<file path="config.mk">
export PLATFORM = sky130hd
export DESIGN_NAME = pipeline_stage_buf
export DESIGN_NICKNAME = d
export VERILOG_FILES = /design/src/rtl/pipeline_stage_buf.sv
export SDC_FILE = /design/constraint.sdc
export NUM_CORES = 1
export LEC_CHECK = 0
export ABC_AREA = 0
export CAP_MARGIN = 20
export CELL_PAD_IN_SITES_DETAIL_PLACEMENT = 2
export CELL_PAD_IN_SITES_GLOBAL_PLACEMENT = 2
export CORE_ASPECT_RATIO = 0.6
export CORE_UTILIZATION = 27
export DETAILED_ROUTE_END_ITERATION = 6
export PLACE_DENSITY = 0.75
export SYNTH_ARGS = -nofsm -noshare
export SYNTH_HDL_FRONTEND = slang
export SYNTH_SLANG_ARGS = --single-unit
</file>
<file path="constraint.sdc">
create_clock -name CLK -period 3.2 [get_ports CLK]
set_clock_uncertainty 0.2 [all_clocks]
set_input_delay 0.96 -clock CLK [delete_from_list [all_inputs] [get_ports CLK]]
set_output_delay 0.96 -clock CLK [all_outputs]
set_load 0.02 [all_outputs]
</file>
<file path="src/rtl/pipeline_stage_buf.sv">
// ---------------------------------------------------------------------------
// pipeline_stage_buf
//
// Generic inter-stage pipeline register with a valid/ready handshake on both
// sides. Two storage entries: head H (drives the outputs) and skid S (catches
// a word accepted while the head is blocked). The skid lets in_ready come
// straight from flops. Stall freezes the stage. Flush empties it. A halt
// word leaving the stage sets a sticky lock that stops further accepts.
//
// Parameters:
//   DATA_W    payload width in bits (>= 1)
//   NOP_VALUE value driven on out_data while out_valid = 0
//   SKID_EN   1: two entries, in_ready from flops only
//             0: single entry, in_ready also depends on out_ready
//
// Ports:
//   CLK        clock, rising edge
//   RST        asynchronous active-high reset
//   in_valid   upstream word valid
//   in_ready   stage can accept a word this cycle
//   in_data    upstream payload
//   in_halt    upstream word is a halt marker
//   stall      freeze: no accept, no emit, state held
//   flush      drop all held words and any incoming word
//   out_valid  head entry valid
//   out_ready  downstream accepts the head
//   out_data   head payload, NOP_VALUE when empty
//   out_halt   head halt flag, 0 when empty
//   halt_lock  sticky: a halt word has left the stage
//   occupancy  number of entries held (0..2)
// ---------------------------------------------------------------------------
module pipeline_stage_buf #(
  parameter int                DATA_W    = 32,
  parameter logic [DATA_W-1:0] NOP_VALUE = '0,
  parameter bit                SKID_EN   = 1'b1
) (
  input  logic              CLK,
  input  logic              RST,
  input  logic              in_valid,
  output logic              in_ready,
  input  logic [DATA_W-1:0] in_data,
  input  logic              in_halt,
  input  logic              stall,
  input  logic              flush,
  output logic              out_valid,
  input  logic              out_ready,
  output logic [DATA_W-1:0] out_data,
  output logic              out_halt,
  output logic              halt_lock,
  output logic [1:0]        occupancy
);

  logic              h_valid_q, h_valid_d;
  logic [DATA_W-1:0] h_data_q,  h_data_d;
  logic              h_halt_q,  h_halt_d;
  logic              s_valid_q, s_valid_d;
  logic [DATA_W-1:0] s_data_q,  s_data_d;
  logic              s_halt_q,  s_halt_d;
  logic              halt_lock_q, halt_lock_d;

  logic accept;
  logic emit;

  // in_ready also drops while RST is high, so it is combinational in RST.
  generate
    if (SKID_EN) begin : g_skid
      // Flop-only path: a free skid slot always absorbs one more word.
      assign in_ready = ~s_valid_q & ~halt_lock_q & ~RST;
    end else begin : g_single
      // Single entry: accept only if the head is empty or leaving.
      assign in_ready = (~h_valid_q | out_ready) & ~halt_lock_q & ~RST;
    end
  endgenerate

  assign accept = in_valid  & in_ready  & ~stall & ~flush;
  assign emit   = out_valid & out_ready & ~stall & ~flush;

  always_comb begin
    h_valid_d   = h_valid_q;
    h_data_d    = h_data_q;
    h_halt_d    = h_halt_q;
    s_valid_d   = s_valid_q;
    s_data_d    = s_data_q;
    s_halt_d    = s_halt_q;
    // emit already excludes stall and flush, so a flushed halt never locks.
    halt_lock_d = halt_lock_q | (emit & h_halt_q);

    if (flush) begin
      h_valid_d = 1'b0;
      s_valid_d = 1'b0;
    end else if (!stall) begin
      if (emit && accept) begin
        if (s_valid_q) begin
          // Keep FIFO order: skid moves up, new word takes the skid slot.
          h_data_d  = s_data_q;
          h_halt_d  = s_halt_q;
          s_data_d  = in_data;
          s_halt_d  = in_halt;
        end else begin
          h_data_d  = in_data;
          h_halt_d  = in_halt;
        end
      end else if (emit) begin
        h_valid_d = s_valid_q;
        h_data_d  = s_data_q;
        h_halt_d  = s_halt_q;
        s_valid_d = 1'b0;
      end else if (accept) begin
        if (!h_valid_q) begin
          h_valid_d = 1'b1;
          h_data_d  = in_data;
          h_halt_d  = in_halt;
        end else if (SKID_EN) begin
          s_valid_d = 1'b1;
          s_data_d  = in_data;
          s_halt_d  = in_halt;
        end
      end
    end
  end

  always_ff @(posedge CLK or posedge RST) begin
    if (RST) begin
      h_valid_q   <= 1'b0;
      h_data_q    <= NOP_VALUE;
      h_halt_q    <= 1'b0;
      s_valid_q   <= 1'b0;
      s_data_q    <= NOP_VALUE;
      s_halt_q    <= 1'b0;
      halt_lock_q <= 1'b0;
    end else begin
      h_valid_q   <= h_valid_d;
      h_data_q    <= h_data_d;
      h_halt_q    <= h_halt_d;
      s_valid_q   <= s_valid_d;
      s_data_q    <= s_data_d;
      s_halt_q    <= s_halt_d;
      halt_lock_q <= halt_lock_d;
    end
  end

  assign out_valid = h_valid_q;
  assign out_data  = h_valid_q ? h_data_q : NOP_VALUE;
  assign out_halt  = h_valid_q & h_halt_q;
  assign halt_lock = halt_lock_q;
  assign occupancy = {1'b0, h_valid_q} + {1'b0, s_valid_q};

endmodule

</file>
==> metrics <==
final hold violation count 0; drt first pass iters 4; CP required 2.04 ns; Port Buffers 76; setup bufs post-CTS 0; max_slew headroom 73.3%; yosys warns 0; core area 11400 sq um; drt initial violations 84; most common library cells after synthesis 69 x dfrtp_1, 33 x and2_1, 33 x mux2_2, 33 x nand3b_1, 30 x o221a_1; drt drc 0; Worst Setup End Kind output port; static leakage 1.83 nW; synthesized area 3170 sq um; ys async rst share 100%; GRT Util Overall 16.2%; Reg-to-Reg Start halt_lock; Diodes inserted 0; Final Wtd Congestion 0.706; fmax 0.330 GHz; most numerous cell in the Yosys netlist dfrtp_1; maximum VDD drop 0.231 mV; final net count 360; htree depth 3; setup_tns 0 ns; die height 85.9 um; drt via density 4.84; Tmin final 3.03 ns; share of the synthesized area in the top cell type 54.5%; syn avg cell area 13.0 sq um; worst hold stages 1; FF-to-FF path depth 4; vias in the first global route 2631; flip-flop and latch count after synthesis 69; Post-synth top flop dfrtp_1; Clock Sinks 69; top cell type by total area after synthesis dfrtp_1; num ports 77; HPWL Detailed 5770 um; CTS resizes 2; critical path type in2out; CP Launch Type input pin; crit-path max FO 2; largest net degree at the start of global routing 70; Post-synth EDFFs 0; register area share after synthesis 54.5%; layout cells sized above 1 19.5%; TritonCTS clock tree built; Non-Filler Instances 483; Hold Crit Class reg2reg; num rows 30; Fillers 1173; Num CTS Buffers 9; die area 12200 sq um; Cell Pwr Density 540 nW/um^2; Syn Inst Count 243; Synth Net Count 283; RSZ-0062 raised after global routing no; Worst-path clk slew 0.05 ns; Critical Path AT 1.87 ns; top area cells in the synthesized netlist dfrtp_1 55%, mux2_2 12%, o221a_1 11%; Worst Hold Endpoint s_data_q[15]; critical hold path startpoint s_data_q[15]; Vias 2339; Worst Tran Pin Value 0.395 ns; Root Driver clkbuf_16; Final setup viols 0; cts hold-fix bufs 0; grt total ovfl 0; initial antenna violation count 0; status finished, final reports clean; period utilisation layout 94.8%; clock buffer depth 2; MaxCap Viol Count 0; drt wl/cell 18.7 um; total power 2.42 mW; R2R Setup Slk 0.97 ns; Synth-to-Final Area Change 41.4%; Initial Util 27.8%; global-route wire length before repair 14600 um; drt total wl 9040 um; Final Max Slew Viols 0; Skew-Pair Late Insertion Delay 0.33 ns; Antenna Nets Post-Route 0; placed insts 469; die boundary width 142 um; post-synth cell types 25; RR Endpoint h_data_q[24]
==> per-layer routing <==
| metal | GRT usage [%] | vias up | part of all wire (%) |
|---|---|---|---|
| met1 | 20.0 | 1199 | 44 |
| met2 | 27.8 | 62 | 49 |
| met5 | 0 | - | 0 |
| met4 | 4.69 | 0 | 1.1 |
| met3 | 4.69 | 12 | 5.1 |
| li1 | - | 1066 | - |
==> report_power, final <==
group | switching [mW] | internal [mW]
logic | 0.162 | 0.250
registers | 0.0821 | 1.02
clock network | 0.355 | 0.555
==> cell type report <==
type	instances	area, sq um	area share, %
clock inverters	2	10.0	0.224
inverters	1	5.00	0.112
repair buffers	87	930	20.8
well taps	160	200	4.47
clock buffers	12	256	5.73
flip-flops and latches	69	1730	38.6
multi-input cells	152	1350	30.1
==> per-stage QoR <==
| step | area [sq um] | hold WS, ns | util [%] | worst slack, ns |
|---|---|---|---|---|
| after floorplan | 3170 | 0.265 | - | 0.300 |
| after global placement | 4210 | 0.277 | 37.0 | -0.106 |
| after detailed placement | 4210 | 0.285 | 37.0 | -0.136 |
| after CTS | 4480 | 0.297 | 39.4 | 0.140 |
| after global routing | 4480 | 0.311 | 39.4 | 0.0857 |
| final | 4480 | 0.295 | 39.4 | 0.165 |
==> critical path, stage by stage <==
cell	delay, ns
clkdlybuf4s50_1	0.44
nor3_1	0.13
dlygate4sd2_1	0.34
==> cell families after synthesis <==
logic type / synth area share [%]
AO/OA/AOI/OAI: 13.4
adder cells (fa/ha/maj): 0.395
buffers and inverters: 3.36
flip-flops: 54.5
multiplexers: 11.7
AND/OR/NAND/NOR: 16.6
==> worst max path at each step <==
stage	depth (start not counted)	startpoint	end
6_report	3	RST	in_ready
5_1_grt	3	out_valid	out_data[29]
4_1_cts	3	out_valid	out_data[30]
3_3_place_gp	3	RST	in_ready
3_5_place_dp	3	RST	in_ready
2_1_floorplan	1	RST	h_data_q[0]
==> registers in the layout, summed over array words and instances (netlist names) <==
| signal | flops |
|---|---|
| h_data_q | 32 |
| h_halt_q | 1 |
| halt_lock | 1 |
| out_valid | 1 |
| s_data_q | 32 |
| s_halt_q | 1 |
| s_valid_q | 1 |
==> cells in the final DEF (no fill, tap or decap) <==
| cell type | n |
|---|---|
| a2111o_1 | 1 |
| a21o_1 | 2 |
| a21oi_1 | 2 |
| and2_1 | 33 |
| buf_12 | 7 |
| buf_4 | 4 |
| clkbuf_1 | 1 |
| clkbuf_16 | 9 |
| clkbuf_8 | 2 |
| clkdlybuf4s50_1 | 75 |
| clkinv_2 | 3 |
| dfrtp_1 | 68 |
| dfrtp_2 | 1 |
| dlygate4sd2_1 | 1 |
| ha_1 | 1 |
| mux2_2 | 33 |
| nand2_1 | 1 |
| nand2b_1 | 2 |
| nand3b_1 | 33 |
| nand4_1 | 1 |
| nor2_1 | 1 |
| nor3_1 | 2 |
| nor3b_1 | 1 |
| nor4b_1 | 1 |
| nor4bb_4 | 1 |
| o21ai_0 | 3 |
| o221a_1 | 30 |
| o221a_2 | 3 |
| or4b_1 | 1 |
Note: power is estimated with default switching activity, not from simulation.
